===== src/rtl/fp_sum_seq.sv =====
// Packet sequencer for a binary32 adder: folds each operand packet
// into one running sum through the adder's start/done handshake.
module fp_sum_seq #(
  parameter int TIMEOUT_CYC = 64,
  parameter int CNT_W       = 8
) (
  input  logic             clk,
  input  logic             reset,
  input  logic             in_valid,
  output logic             in_ready,
  input  logic [31:0]      in_data,
  input  logic             in_last,
  output logic             add_start,
  output logic [31:0]      add_a,
  output logic [31:0]      add_b,
  input  logic [31:0]      add_sum,
  input  logic             add_done,
  output logic             out_valid,
  input  logic             out_ready,
  output logic [31:0]      out_sum,
  output logic [CNT_W-1:0] out_count,
  output logic             timeout_err
);

  localparam int TW = $clog2(TIMEOUT_CYC + 1);

  typedef enum logic [2:0] {
    IDLE,
    ISSUE,
    WAIT_ACK,
    WAIT_DONE,
    OUTPUT,
    DRAIN
  } state_e;

  state_e state_q, state_d;

  logic [31:0]      acc_q, acc_d;
  logic [31:0]      a_q, a_d;
  logic [31:0]      b_q, b_d;
  logic [CNT_W-1:0] cnt_q, cnt_d;
  logic [TW-1:0]    tmr_q, tmr_d;
  logic             last_q, last_d;
  logic             err_q, err_d;
  logic             start_q, start_d;
  logic             ov_q, ov_d;
  logic             rdy_q, rdy_d;
  logic             take;
  logic             tmo;

  assign take = in_valid & rdy_q;
  assign tmo  = (tmr_q == TW'(TIMEOUT_CYC - 1));

  always_comb begin
    state_d = state_q;
    acc_d   = acc_q;
    a_d     = a_q;
    b_d     = b_q;
    cnt_d   = cnt_q;
    tmr_d   = tmr_q;
    last_d  = last_q;
    err_d   = err_q;
    start_d = 1'b0;
    unique case (state_q)
      IDLE: begin
        if (take) begin
          acc_d   = in_data;
          cnt_d   = CNT_W'(1);
          err_d   = 1'b0;
          state_d = in_last ? OUTPUT : ISSUE;
        end
      end
      ISSUE: begin
        if (take) begin
          a_d     = acc_q;
          b_d     = in_data;
          cnt_d   = (&cnt_q) ? cnt_q : cnt_q + CNT_W'(1);
          last_d  = in_last;
          start_d = 1'b1;
          tmr_d   = '0;
          state_d = WAIT_ACK;
        end
      end
      WAIT_ACK, WAIT_DONE: begin
        // a done that arrives with the timer expiring still counts
        if (state_q == WAIT_DONE && add_done) begin
          acc_d   = add_sum;
          state_d = last_q ? OUTPUT : ISSUE;
        end else if (tmo) begin
          err_d   = 1'b1;
          state_d = last_q ? OUTPUT : DRAIN;
        end else begin
          tmr_d = tmr_q + TW'(1);
          if (state_q == WAIT_ACK && !add_done) begin
            state_d = WAIT_DONE;
          end
        end
      end
      DRAIN: begin
        if (take && in_last) begin
          state_d = OUTPUT;
        end
      end
      OUTPUT: begin
        if (ov_q && out_ready) begin
          state_d = IDLE;
        end
      end
      default: state_d = IDLE;
    endcase
    // valid rises one cycle after entering OUTPUT
    ov_d  = (state_q == OUTPUT) && (state_d == OUTPUT);
    rdy_d = (state_d == IDLE) || (state_d == ISSUE) ||
            (state_d == DRAIN);
  end

  always_ff @(posedge clk or negedge reset) begin
    if (!reset) begin
      state_q <= IDLE;
      acc_q   <= '0;
      a_q     <= '0;
      b_q     <= '0;
      cnt_q   <= '0;
      tmr_q   <= '0;
      last_q  <= 1'b0;
      err_q   <= 1'b0;
      start_q <= 1'b0;
      ov_q    <= 1'b0;
      rdy_q   <= 1'b0;
    end else begin
      state_q <= state_d;
      acc_q   <= acc_d;
      a_q     <= a_d;
      b_q     <= b_d;
      cnt_q   <= cnt_d;
      tmr_q   <= tmr_d;
      last_q  <= last_d;
      err_q   <= err_d;
      start_q <= start_d;
      ov_q    <= ov_d;
      rdy_q   <= rdy_d;
    end
  end

  assign in_ready    = rdy_q;
  assign add_start   = start_q;
  assign add_a       = a_q;
  assign add_b       = b_q;
  assign out_valid   = ov_q;
  assign out_sum     = acc_q;
  assign out_count   = cnt_q;
  assign timeout_err = err_q;

endmodule

===== config.mk =====
export PLATFORM = sky130hd
export DESIGN_NAME = fp_sum_seq
export DESIGN_NICKNAME = d
export VERILOG_FILES = /design/src/rtl/fp_sum_seq.sv
export SDC_FILE = /design/constraint.sdc
export NUM_CORES = 1
export LEC_CHECK = 0
export CAP_MARGIN = 25
export CORE_MARGIN = 3
export CORE_UTILIZATION = 45
export CTS_CLUSTER_DIAMETER = 50
export DETAILED_ROUTE_END_ITERATION = 8
export GPL_TIMING_DRIVEN = 0
export HOLD_SLACK_MARGIN = 0.03
export PLACE_DENSITY = 0.83
export SLEW_MARGIN = 20
export SYNTH_ARGS = -nofsm -noshare
export SYNTH_HDL_FRONTEND = slang
export SYNTH_SLANG_ARGS = --single-unit

===== constraint.sdc =====
create_clock -name clk -period 1.8 [get_ports clk]
set_input_delay 0.36 -clock clk [delete_from_list [all_inputs] [get_ports clk]]
set_output_delay 0.36 -clock clk [all_outputs]
set_load 0.01 [all_outputs]

==> impl_metrics.tcl <==
set metrics [dict create \
    status "finished, violations left" \
    violations "negative setup slack" \
    worstMarginPinSlew_ps 610.6 \
    dp_hpwl_um 10750 \
    stdcell_area_mm2 0.007965 \
    worstSetupEndpointType "flop" \
    numCtsBuffers 17 \
    cp_top_family "simple AND/OR/NAND/NOR gates" \
    vdd_ir_drop_max_mv 1.157 \
    sw_frac_of_total_pct 36.41 \
    synth_cell_types 37 \
    post-route-period-util_pct 100.9 \
    cp.arrival_ps 2250 \
    totalWireLength_um 16160 \
    critPathMaxFanout 8 \
    ys_ff_latch 119 \
    synth-xor-area-share_pct 1.583 \
    yosysMostFrequentCell "nand2_1" \
    synthArstFlopShare_pct 100.0 \
    initial_core_util_pct 47.19 \
    worstSetupPathType "flop to flop" \
    worstPathCellList "and4bb_2, and2_4, buf_6, a21o_1, buf_12, clkbuf_16, nor2_4, a31oi_1" \
    routedWlPerCell_um 17.56 \
    die_w_um 111.2 \
    yosysSeqAreaShare_pct 59.78 \
    power.leakage_uw 0.004322 \
    drive_gt1_share_pct 13.14 \
    path_buf_inv 3 \
    synth-edff-count 0 \
    pwr-share-clk_pct 25.1 \
    cp_slowest_cell "dfrtp_1" \
    syn-mean-instance-area_um2 8.879 \
    synth_compound_area_share_pct 7.109 \
    netlist_top_cells_area "dfrtp_1 60%, nand2_1 20%, a31oi_1 4.3%" \
    internal_power_uw 9048 \
    combPwrFrac_pct 41.3 \
    clkSinkCount 119 \
    grt_overflow 0 \
    clkTransAtPathRegs_ps 60 \
    cts_tree "yes" \
    hold_ws_ps 400.1 \
    dr_wl_met3_um 1417 \
    synthSimpleGateAreaFrac_pct 26.75 \
    crit_path_start_kind "flop" \
    clockBufferDepth 2 \
    place_congestion 0.8338 \
    syn_nets 633 \
    drt-met1-wl_um 6348 \
    finalNonFillerCells 920 \
    ant_nets 0 \
    hold_viol_final 0 \
    relSlewSlack_pct 59.29 \
    io_buffers 177 \
    coreArea_mm2 0.01056 \
    rsz0062_at_grt "true" \
    synthToLayoutAreaGrowth_pct 59.91 \
    ctsRootBufferMaster "clkbuf_8" \
    grt_usage_pct 25.21 \
    drt-initial-drc-count 343 \
    placed_area_mm2 0.006952 \
    wl_met2_um 8053 \
    grt_pass1_vias 5003 \
    p_sw_uw 5182 \
    vias 4813 \
    diodes 0 \
    cts_max_level 4 \
    dp_cells 875 \
    route.detailed.drc 0 \
    grt_max_degree 66 \
    nNetsFinal 843 \
    syn_inst 561 \
    die_h_um 111.2 \
    row_count 37 \
    min_path_type "primary input to flop" \
    power_density_mw_per_mm2 1787 \
    die_area_mm2 0.01237 \
    clk_latency_ps 520 \
    maxCapViolCount 0 \
    p_seq_share_pct 33.6 \
    fillers 713 \
    cp_slowest_stage_delay_ps 410 \
    yosys_warnings 0 \
    first_pass_iters 7 \
    viasPerCell 5.232 \
    synth_top_family_by_area "simple AND/OR/NAND/NOR gates" \
    fin_skew_ps 7.409 \
    synth.top_cell.area_share_pct 59.78 \
    period_needed_ps 1816 \
    critPathRequiredTime_ps 2230 \
    final.setup.worst_slack_ps -15.76 \
    synth-adder-area-share_pct 0.5024 \
    top_layer "met4" \
    yosys_most_used_dff "dfrtp_1" \
    muxShareOfSynthArea_pct 0.4270 \
    setup_viol 3 \
    grt_pass1_wl_um 24950 \
    io_pins 178 \
    max_freq_mhz 550.7 \
    ys_top_cells_by_count "272 x nand2_1, 119 x dfrtp_1, 44 x nor2_1" \
    finalMaxSlewViolations 0 \
    final_util_pct 75.46 \
    netlist_area_mm2 0.004981 \
    synth_area_leader_cell "dfrtp_1" \
    antenna_found_initial 0 \
    setup_tns_ps -28.79 \
]
[final timing paths]
path,start,end,slack [ps],depth (start not counted)
max,state_q[1],out_sum[15],-20,8
min,add_sum[29],out_sum[29],400,3
min reg2reg,add_b[1],add_b[1],470,2
max in group asynchronous,reset,state_q[2],700,3
max reg2reg,state_q[1],out_sum[15],-20,8
min in group asynchronous,reset,add_a[16],410,2
[power groups by stage]
stage	clock network [µW]	registers [µW]	logic [µW]
floorplan	0	5110	2090
CTS	3610	4700	5470
global placement	0	4680	5530
detailed placement	0	4750	5690
global route	3760	4920	6400
finish	3570	4780	5870
[through the flow]
stage | total power [µW] | worst slack [ps]
floorplan | 7203 | 212.4
global placement | 10210 | -4065
detailed placement | 10440 | -665.0
CTS | 13780 | 0.7849
global route | 15080 | -107.8
finish | 14230 | -15.76
[worst register-to-register path, stage by stage, from the launching register on]
cell,delay (ps)
dfrtp_1,410
and4bb_2,380
and2_4,160
buf_6,90
a21o_1,150
buf_12,170
clkbuf_16,180
nor2_4,40
a31oi_1,150
[layout by cell type (no fill, tap or decap), types with 12 or more instances in the layout]
cell type,netlist,routed
a31oi_1,34,32
nor2_1,44,19
clkdlybuf4s50_1,0,74
clkbuf_2,0,12
clkbuf_16,0,19
dfrtp_1,119,119
dlymetal6s2s_1,0,46
nor2_2,0,14
dlygate4sd2_1,0,56
nand2_1,272,271
[area by class of cell]
class	instances	area, µm²	share of cell area, %
clock inverters	11	170.2	2.136
inverters	5	21.27	0.2670
well taps	136	170.2	2.136
flip-flops and latches	119	2978	37.39
repair buffers	192	2007	25.20
clock buffers	21	459.2	5.765
multi-input cells	408	1958	24.58
plain buffers	28	201.4	2.529
[flip-flops by register name (all words and copies together), names as in the netlist]
register,count
add_a,32
add_b,32
out_sum,32
out_count,8
tmr_q,7
state_q,3
add_start,1
in_ready,1
last_q,1
out_valid,1
timeout_err,1
[per-layer routing]
metal	GRT usage, %	vias up
met5	0	-
met3	8.734	27
met4	6.813	0
met1	30.26	2306
met2	43.26	243
li1	-	2237
[cell families after synthesis]
group / after synthesis
fa+ha+maj: 2
xor+xnor: 9
mux: 2
buf+inv: 34
flops: 119
compound gates: 56
simple gates: 339
[what timing repair did]
| action | in CTS | in global routing |
|---|---|---|
| setup endpoints to repair | 141 | 97 |
| endpoints found under the hold margin | 64 | 0 |
| setup buffers | 4 | 5 |
| pin swaps | 0 | 1 |
| gates cloned | 0 | 4 |
| gates resized for setup | 67 | 104 |
| hold buffers | 1 | 0 |
(Power assumes the default switching activity.)
